[config.mk]
export PLATFORM = sky130hd
export DESIGN_NAME = mem_access_unit
export DESIGN_NICKNAME = d
export VERILOG_FILES = /design/src/rtl/mem_access_unit.sv
export SDC_FILE = /design/constraint.sdc
export NUM_CORES = 1
export LEC_CHECK = 0
export CAP_MARGIN = 10
export CORE_MARGIN = 5
export CORE_UTILIZATION = 25
export DETAILED_ROUTE_END_ITERATION = 8
export GPL_ROUTABILITY_DRIVEN = 0
export HOLD_SLACK_MARGIN = 0.05
export PLACE_DENSITY_LB_ADDON = 0.1
export SETUP_SLACK_MARGIN = 0.1
export SLEW_MARGIN = 10
export SYNTH_ARGS = -nofsm -noshare
export SYNTH_HDL_FRONTEND = slang
export SYNTH_SLANG_ARGS = --single-unit
[constraint.sdc]
create_clock -name clk -period 2.14 [get_ports clk]
set_input_delay 0.321 -clock clk [delete_from_list [all_inputs] [get_ports clk]]
set_output_delay 0.321 -clock clk [all_outputs]
set_load 0.005 [all_outputs]
[src/rtl/mem_access_unit.sv]
`default_nettype none
// +----------------------------------------------------------------------------+
// | Module   : mem_access_unit                                                 |
// | Purpose  : MEM-stage load/store engine with req/ack bus and fault reporting |
// | Revision : 1.0                                                              |
// +----------------------------------------------------------------------------+
module mem_access_unit #(
  parameter int TIMEOUT = 16
) (
  input  logic        clk,
  input  logic        rst,
  input  logic        MemReadEn,
  input  logic        MemWriteEn,
  input  logic [1:0]  MemType,
  input  logic [31:0] addr,
  input  logic [31:0] wdata,
  input  logic        flush,
  output logic        mem_req,
  output logic        mem_we,
  output logic [31:0] mem_addr,
  output logic [3:0]  mem_be,
  output logic [31:0] mem_wdata,
  input  logic [31:0] mem_rdata,
  input  logic        mem_ack,
  output logic [31:0] ld_data,
  output logic        ld_valid,
  output logic        stall,
  output logic        exc_flag,
  output logic [1:0]  exc_cause
);

  localparam int CW = $clog2(TIMEOUT + 1);

  typedef enum logic [1:0] {
    S_IDLE = 2'd0,
    S_BUSY = 2'd1,
    S_RESP = 2'd2
  } state_t;

  state_t        r_state;
  logic          r_kill;
  logic [CW-1:0] r_tcnt;
  logic [1:0]    r_size;
  logic [1:0]    r_off;

  logic          w_access;
  logic          w_illegal;
  logic          w_misal;
  logic          w_tmo;
  logic          w_kill_now;
  logic [3:0]    w_be;
  logic [31:0]   w_wdata;
  logic [7:0]    w_byte;
  logic [15:0]   w_half;
  logic [31:0]   w_ld_ext;

  assign w_access   = (MemReadEn | MemWriteEn) & ~flush;
  assign w_illegal  = (MemType == 2'd3) | (MemReadEn & MemWriteEn);
  assign w_misal    = ((MemType == 2'd1) & addr[0]) |
                      ((MemType == 2'd2) & (addr[1:0] != 2'b00));
  assign w_tmo      = (r_tcnt == CW'(TIMEOUT - 1));
  assign w_kill_now = r_kill | flush;

  assign stall = (r_state == S_BUSY) | ((r_state == S_IDLE) & w_access);

  always_comb begin
    w_be    = 4'b1111;
    w_wdata = wdata;
    case (MemType)
      2'd0: begin
        w_be    = 4'b0001 << addr[1:0];
        w_wdata = {4{wdata[7:0]}};
      end
      2'd1: begin
        w_be    = 4'b0011 << addr[1:0];
        w_wdata = {2{wdata[15:0]}};
      end
      default: begin
        w_be    = 4'b1111;
        w_wdata = wdata;
      end
    endcase
  end

  // Lane select uses the offset latched at request time, not the live addr.
  always_comb begin
    case (r_off)
      2'd0:    w_byte = mem_rdata[7:0];
      2'd1:    w_byte = mem_rdata[15:8];
      2'd2:    w_byte = mem_rdata[23:16];
      default: w_byte = mem_rdata[31:24];
    endcase
    w_half = r_off[1] ? mem_rdata[31:16] : mem_rdata[15:0];
    case (r_size)
      2'd0:    w_ld_ext = {{24{w_byte[7]}}, w_byte};
      2'd1:    w_ld_ext = {{16{w_half[15]}}, w_half};
      default: w_ld_ext = mem_rdata;
    endcase
  end

  always_ff @(posedge clk) begin
    if (rst) begin
      r_state   <= S_IDLE;
      r_kill    <= 1'b0;
      r_tcnt    <= '0;
      r_size    <= 2'd0;
      r_off     <= 2'd0;
      mem_req   <= 1'b0;
      mem_we    <= 1'b0;
      mem_addr  <= 32'd0;
      mem_be    <= 4'd0;
      mem_wdata <= 32'd0;
      ld_data   <= 32'd0;
      ld_valid  <= 1'b0;
      exc_flag  <= 1'b0;
      exc_cause <= 2'd0;
    end else begin
      ld_valid <= 1'b0;
      exc_flag <= 1'b0;
      case (r_state)
        S_IDLE: begin
          if (w_access) begin
            if (w_illegal) begin
              exc_cause <= 2'b11;
              exc_flag  <= 1'b1;
              r_state   <= S_RESP;
            end else if (w_misal) begin
              exc_cause <= 2'b01;
              exc_flag  <= 1'b1;
              r_state   <= S_RESP;
            end else begin
              mem_req   <= 1'b1;
              mem_we    <= MemWriteEn;
              mem_addr  <= {addr[31:2], 2'b00};
              mem_be    <= w_be;
              mem_wdata <= w_wdata;
              r_size    <= MemType;
              r_off     <= addr[1:0];
              r_tcnt    <= '0;
              r_kill    <= 1'b0;
              r_state   <= S_BUSY;
            end
          end
        end
        S_BUSY: begin
          if (mem_ack) begin
            mem_req <= 1'b0;
            r_kill  <= 1'b0;
            if (w_kill_now) begin
              r_state <= S_IDLE;
            end else begin
              r_state <= S_RESP;
              if (!mem_we) begin
                ld_data  <= w_ld_ext;
                ld_valid <= 1'b1;
              end
            end
          end else if (w_tmo) begin
            mem_req <= 1'b0;
            r_kill  <= 1'b0;
            if (w_kill_now) begin
              r_state <= S_IDLE;
            end else begin
              r_state   <= S_RESP;
              exc_flag  <= 1'b1;
              exc_cause <= 2'b10;
              ld_data   <= 32'd0;
            end
          end else begin
            r_tcnt <= r_tcnt + CW'(1);
            if (flush) begin
              r_kill <= 1'b1;
            end
          end
        end
        S_RESP: begin
          r_state <= S_IDLE;
        end
        default: begin
          r_state <= S_IDLE;
        end
      endcase
    end
  end

endmodule
`default_nettype wire

# ---- Word-level counts from Yosys, hierarchy flattened
# Index checks and enable logic that the tools add are counted.
dict set report totals {
  ff_bits 116
  out_inout_bits 107
  word_cells 118
}
dict set report op_classes {
  add_sub_neg 1
  eq_ne 19
  n_shift 2
  muxes 51
  n_bitwise 16
  reduce_logical 15
}
# operator n
set ops {}
lappend ops {{$mux W32} 5}
lappend ops {{$pmux W32 S2} 2}
lappend ops {{$mux W5} 5}
lappend ops {{$mux W2} 12}
lappend ops {{$pmux W8 S3} 1}
lappend ops {{$mux W1} 18}
lappend ops {{$mux W16} 1}
lappend ops {{$ne A2 B2 Y1 const B} 8}
lappend ops {{$reduce_and A6 Y1} 2}
lappend ops {{$pmux W5 S2} 1}
lappend ops {{$reduce_and A5 Y1} 2}
lappend ops {{$eq A2 B1 Y1 const B} 4}
lappend ops {{$logic_not A2 Y1} 4}
lappend ops {{$pmux W2 S2} 2}
lappend ops {{$pmux W4 S2} 1}
lappend ops {{$reduce_and A4 Y1} 2}
lappend ops {{$eq A2 B2 Y1 const B} 3}
lappend ops {{$ne A3 B3 Y1 const B} 2}
lappend ops {{$not A1 Y1} 6}
lappend ops {{$pmux W1 S2} 3}
lappend ops {{$reduce_bool A2 Y1} 3}
lappend ops {{$add A5 B1 Y5 const B} 1}
lappend ops {{$and A1 B1 Y1} 5}
lappend ops {{$eq A5 B4 Y1 const B} 1}
lappend ops {{other kinds (6)} 10}

# ---- Longest topological paths before layout
dict set report logic_depth {
  word_depth 7
  ltp_mapped 8
  ltp_nobuf 7
}

# ---- Worst setup path before layout
# No wires, ideal clock.
dict set report synth_path {
  path_type {register to register}
  start {reg r_tcnt[0]}
  end {reg r_tcnt[3]}
  setup_ps 78
  t_arrival_ps 1921
  slack_ps 141
  path_stages_with_launch 8
  path_buffers 0
  synth_period_minus_slack_ps 1999
  path_cell_list {dfxtp_1 > ha_1 > and3_1 > ha_1 > nor4b_1 > nand4_1 > xor2_1 > nor3_1}
}
dict set report synth_via {
  elab_chain_len 4
}
# element line
set synth_rtl {}
lappend synth_rtl {{start: declaration} 42} ;# logic [CW-1:0] r_tcnt;
lappend synth_rtl {{start signal: assignment} 170} ;# r_tcnt <= r_tcnt + CW'(1);
lappend synth_rtl {{$add A5 B1 Y5} 170}
lappend synth_rtl {{$mux W5} 158} ;# end else if (w_tmo) begin
lappend synth_rtl {{$mux W5} 146} ;# if (mem_ack) begin
lappend synth_rtl {{$pmux W5 S2} 120} ;# case (r_state)
# Several ways; a longest one is shown, not always the timed one. The select of a mux whose other input is x is not followed.
# A chain may end at the register's enable or synchronous reset.

# ---- Final worst setup path
dict set report layout_path {
  start {reg r_tcnt[1]}
  end {reg exc_cause[1]}
}
dict set report layout_via {
  elab_chain_len 3
}
# element line
set layout_rtl {}
lappend layout_rtl {{$eq A5 B4 Y1} 61} ;# assign w_tmo = (r_tcnt == CW'(TIMEOUT - 1));
lappend layout_rtl {{$ne A2 B2 Y1 (no source line)} --}
lappend layout_rtl {{$reduce_and A6 Y1 (no source line)} --}
lappend layout_rtl {{end signal: assignment} 116} ;# exc_cause <= 2'd0;
lappend layout_rtl {{end signal: assignment} 124} ;# exc_cause <= 2'b11;
lappend layout_rtl {{end signal: assignment} 128} ;# exc_cause <= 2'b01;
lappend layout_rtl {{end: declaration} 29} ;# output logic [1:0] exc_cause
# No other way between the ends.

==> impl_metrics.xml <==
<?xml version="1.0" encoding="UTF-8"?>
<metrics>
  <group name="run_status">
    <metric name="outcome" unit="">finished clean</metric>
  </group>
  <group name="synthesis">
    <metric name="synth_enable_flop_cells" unit="">0</metric>
    <metric name="postSynth.asyncResetShare" unit="">0</metric>
    <metric name="synth_largest_type_area_fraction" unit="">0.435</metric>
    <metric name="synth_area_per_cell" unit="um^2">8.48</metric>
    <metric name="yosysTopAreaCell" unit="">dfxtp_1</metric>
    <metric name="syn_inst" unit="">630</metric>
    <metric name="yosysWarnings" unit="">0</metric>
    <metric name="yosys.cell_types.count" unit="">58</metric>
    <metric name="ys_seq_area_frac" unit="">0.435</metric>
    <metric name="synth_top_cells_by_area" unit="">dfxtp_1, a21oi_1, o21ai_0, nand3_1, clkbuf_1</metric>
    <metric name="ys.flop_type" unit="">dfxtp_1</metric>
    <metric name="postSynthRegisterBits" unit="">116</metric>
    <metric name="synth.cell_area" unit="um^2">5340</metric>
  </group>
  <group name="final_layout">
    <metric name="areaGrowthSynthToFinish" unit="%">58.1</metric>
    <metric name="final_cell_mix" unit="">clkdlybuf4s50_1, dfxtp_1, a21oi_1</metric>
    <metric name="layout.cells.most_common" unit="">clkdlybuf4s50_1</metric>
    <metric name="insertedDiodeCount" unit="">0</metric>
    <metric name="final_net_count" unit="">940</metric>
    <metric name="final_layout_size_suffix_gt1_frac" unit="">0.111</metric>
  </group>
  <group name="timing">
    <metric name="final.min_clock_period" unit="ns">1.92</metric>
    <metric name="setup-violations-final" unit="">0</metric>
    <metric name="fin_worst_skew" unit="ns">0.00572</metric>
    <metric name="grt_setup_unrepaired" unit="">false</metric>
    <metric name="final_min_period_over_clock_period" unit="">0.897</metric>
    <metric name="maxClockFrequency" unit="GHz">0.521</metric>
    <metric name="worst_slew_pin_slew" unit="ns">0.575</metric>
    <metric name="fin_hold_ws" unit="ns">0.299</metric>
    <metric name="finalWorstSetupSlack" unit="ns">0.220</metric>
    <metric name="timing_hold_violations_final" unit="">0</metric>
    <metric name="slew-limit-headroom" unit="">0.617</metric>
    <metric name="slew_violations" unit="">0</metric>
  </group>
  <group name="hold_path">
    <metric name="min-delay-path-class" unit="">input port to register</metric>
  </group>
  <group name="floorplan">
    <metric name="chipHeight" unit="um">156</metric>
    <metric name="die_w" unit="um">156</metric>
    <metric name="boundaryPins" unit="">211</metric>
    <metric name="placement_rows" unit="">53</metric>
    <metric name="core_area" unit="um^2">21000</metric>
    <metric name="dieArea" unit="um^2">24400</metric>
    <metric name="initial_core_util" unit="">0.254</metric>
  </group>
  <group name="clock_tree">
    <metric name="clockBufferDepth" unit="">2</metric>
    <metric name="cts_tree" unit="">built</metric>
    <metric name="tritoncts.num_buffers" unit="">17</metric>
    <metric name="cts_hold_buf" unit="">0</metric>
    <metric name="clock_insertion_delay_worst_skew" unit="ns">0.41</metric>
    <metric name="clockRootBuffer" unit="">clkbuf_16</metric>
    <metric name="cts.htree.levels" unit="">4</metric>
    <metric name="cts_num_sinks" unit="">116</metric>
    <metric name="cts.reportedPaths.clkPinSlew" unit="ns">0.06</metric>
  </group>
  <group name="placed_design">
    <metric name="numPortBuffers" unit="">208</metric>
    <metric name="placement.setup.worst_slack" unit="ns">-0.0531</metric>
    <metric name="dpl.hpwl" unit="um">14400</metric>
  </group>
  <group name="global_route">
    <metric name="grt_remaining_overflow" unit="">0</metric>
    <metric name="gr-usage-all-layers" unit="">0.160</metric>
    <metric name="grt_pass1_wl" unit="um">31200</metric>
    <metric name="grt_pass1_vias" unit="">5532</metric>
    <metric name="grt_antenna_before_repair" unit="">0</metric>
    <metric name="grt_start_max_net_pins" unit="">67</metric>
  </group>
  <group name="critical_path">
    <metric name="worstPathCellList" unit="">ha_1 -&gt; and3_1 -&gt; ha_1 -&gt; nor2b_1 -&gt; and2_1 -&gt; o2bb2ai_2 -&gt; mux2_2</metric>
    <metric name="path_class" unit="">register to register</metric>
    <metric name="timing.critical_path.slowest_stage_cell" unit="">mux2_2</metric>
    <metric name="timing.critical_path.slowest_cell_delay" unit="ns">0.35</metric>
    <metric name="cp.buffers_inverters" unit="">0</metric>
    <metric name="startpoint_type" unit="">register</metric>
    <metric name="crit_path_max_fanout" unit="">3</metric>
    <metric name="timing.critical_path.max_delay_family" unit="">simple AND/OR/NAND/NOR gates</metric>
    <metric name="worstSetupEndpointType" unit="">register</metric>
    <metric name="critical_path.most_common_cell" unit="">ha_1</metric>
    <metric name="timing.critical_path.required" unit="ns">2.44</metric>
    <metric name="critical_path_arrival" unit="ns">2.22</metric>
  </group>
  <group name="routing">
    <metric name="final_antenna_net_count" unit="">0</metric>
    <metric name="drt_first_pass_iters" unit="">5</metric>
    <metric name="drt-wirelength-per-cell" unit="um">17.9</metric>
    <metric name="routed_wl" unit="um">20000</metric>
    <metric name="detail_route.drc_violations" unit="">0</metric>
    <metric name="drt_iter0_markers" unit="">293</metric>
    <metric name="drt-vias-per-instance" unit="">4.96</metric>
    <metric name="num_vias" unit="">5552</metric>
  </group>
  <group name="pwr">
    <metric name="ir_drop" unit="mV">0.511</metric>
    <metric name="power.static_leakage" unit="uW">0.00297</metric>
    <metric name="power_density" unit="nW/um^2">716</metric>
  </group>
  <group name="run">
    <metric name="drv.max_cap_violation_count" unit="">0</metric>
  </group>
</metrics>
cell families after synthesis:
| family | synth area share |
|---|---|
| simple gates | 0.172 |
| other cells | 0.000702 |
| mux | 0.0405 |
| xor+xnor | 0.00328 |
| flops | 0.435 |
| compound gates | 0.287 |
| fa+ha+maj | 0.00703 |
| buf+inv | 0.0550 |
area by class of cell:
class / count / area [um^2]
Fill cell: 2102 / 12600
Multi-Input combinational cell: 444 / 2760
Timing Repair Buffer: 248 / 2420
Sequential cell: 116 / 2320
Clock buffer: 22 / 474
Tap cell: 275 / 344
Clock inverter: 9 / 104
Inverter: 6 / 22.5
report_power, final:
part	leakage, uW	switching, uW	internal [uW]
sequential	0.000941	51.7	2240
clock	0.000282	1010	1790
combinational	0.00175	457	492
routing by layer:
layer,routed length (um),global-route usage,up-vias
met5,0,0,-
met4,247,0.0413,0
met3,1840,0.0713,16
met2,8900,0.246,186
met1,9050,0.206,2635
li1,-,-,2715
state kept, by name, summed over array words and instances (netlist names):
register   cells
mem_be         4
ld_valid       1
r_off          2
r_tcnt         5
r_size         2
mem_we         1
exc_flag       1
mem_wdata     32
mem_addr      30
mem_req        1
r_kill         1
exc_cause      2
ld_data       32
r_state        2
what timing repair did:
item                       in CTS  in global routing
gates resized for setup         1                  3
setup buffers                   0                  2
cloned                          0                  0
setup endpoints to repair       1                  4
Yosys cell counts, drive strengths merged (2+ instances only):
cell	instances
xor2	2
a32o	6
dfxtp	116
and2	2
mux4	2
o2bb2ai	19
a21oi	95
nor3	6
nand3	51
a311oi	8
clkbuf	52
and3b	7
nand2	39
a31o	7
nor2b	28
a211o	6
a211oi	10
nand4b	2
a2bb2oi	6
or4b	2
inv	6
ha	3
buf	13
o211ai	2
o21ai	80
nand3b	3
nor4b	2
nor4	3
nand2b	3
and2b	2
nor2	12
mux2i	16
worst paths after layout:
kind / to / slack [ns] / startpoint / cells after the start
worst min register to register: ld_data[9]$_SDFFE_PP0P_ / 0.46 / ld_data[9]$_SDFFE_PP0P_ / 2
worst min-delay path: r_off[0]$_SDFFE_PP0P_ / 0.30 / rst / 2
worst max-delay path: exc_cause[1]$_SDFFE_PP0P_ / 0.22 / r_tcnt[1]$_SDFFE_PP0P_ / 7
worst max register to register: exc_cause[1]$_SDFFE_PP0P_ / 0.22 / r_tcnt[1]$_SDFFE_PP0P_ / 7
per-stage QoR:
stage / area (um^2) / setup TNS (ns) / power [uW] / instances / utilization
after CTS: 8420 / 0 / 6130 / 1118 / 0.401
after global routing: 8450 / 0 / 6310 / 1120 / 0.402
after floorplan: 5350 / 0 / 2730 / 631 / -
final: 8450 / 0 / 6050 / 1120 / 0.402
after global placement: 7850 / 0 / 3280 / 1087 / 0.373
after detailed placement: 7850 / -0.104 / 3290 / 1087 / 0.373
No activity file was read; power rests on OpenSTA's default activity.
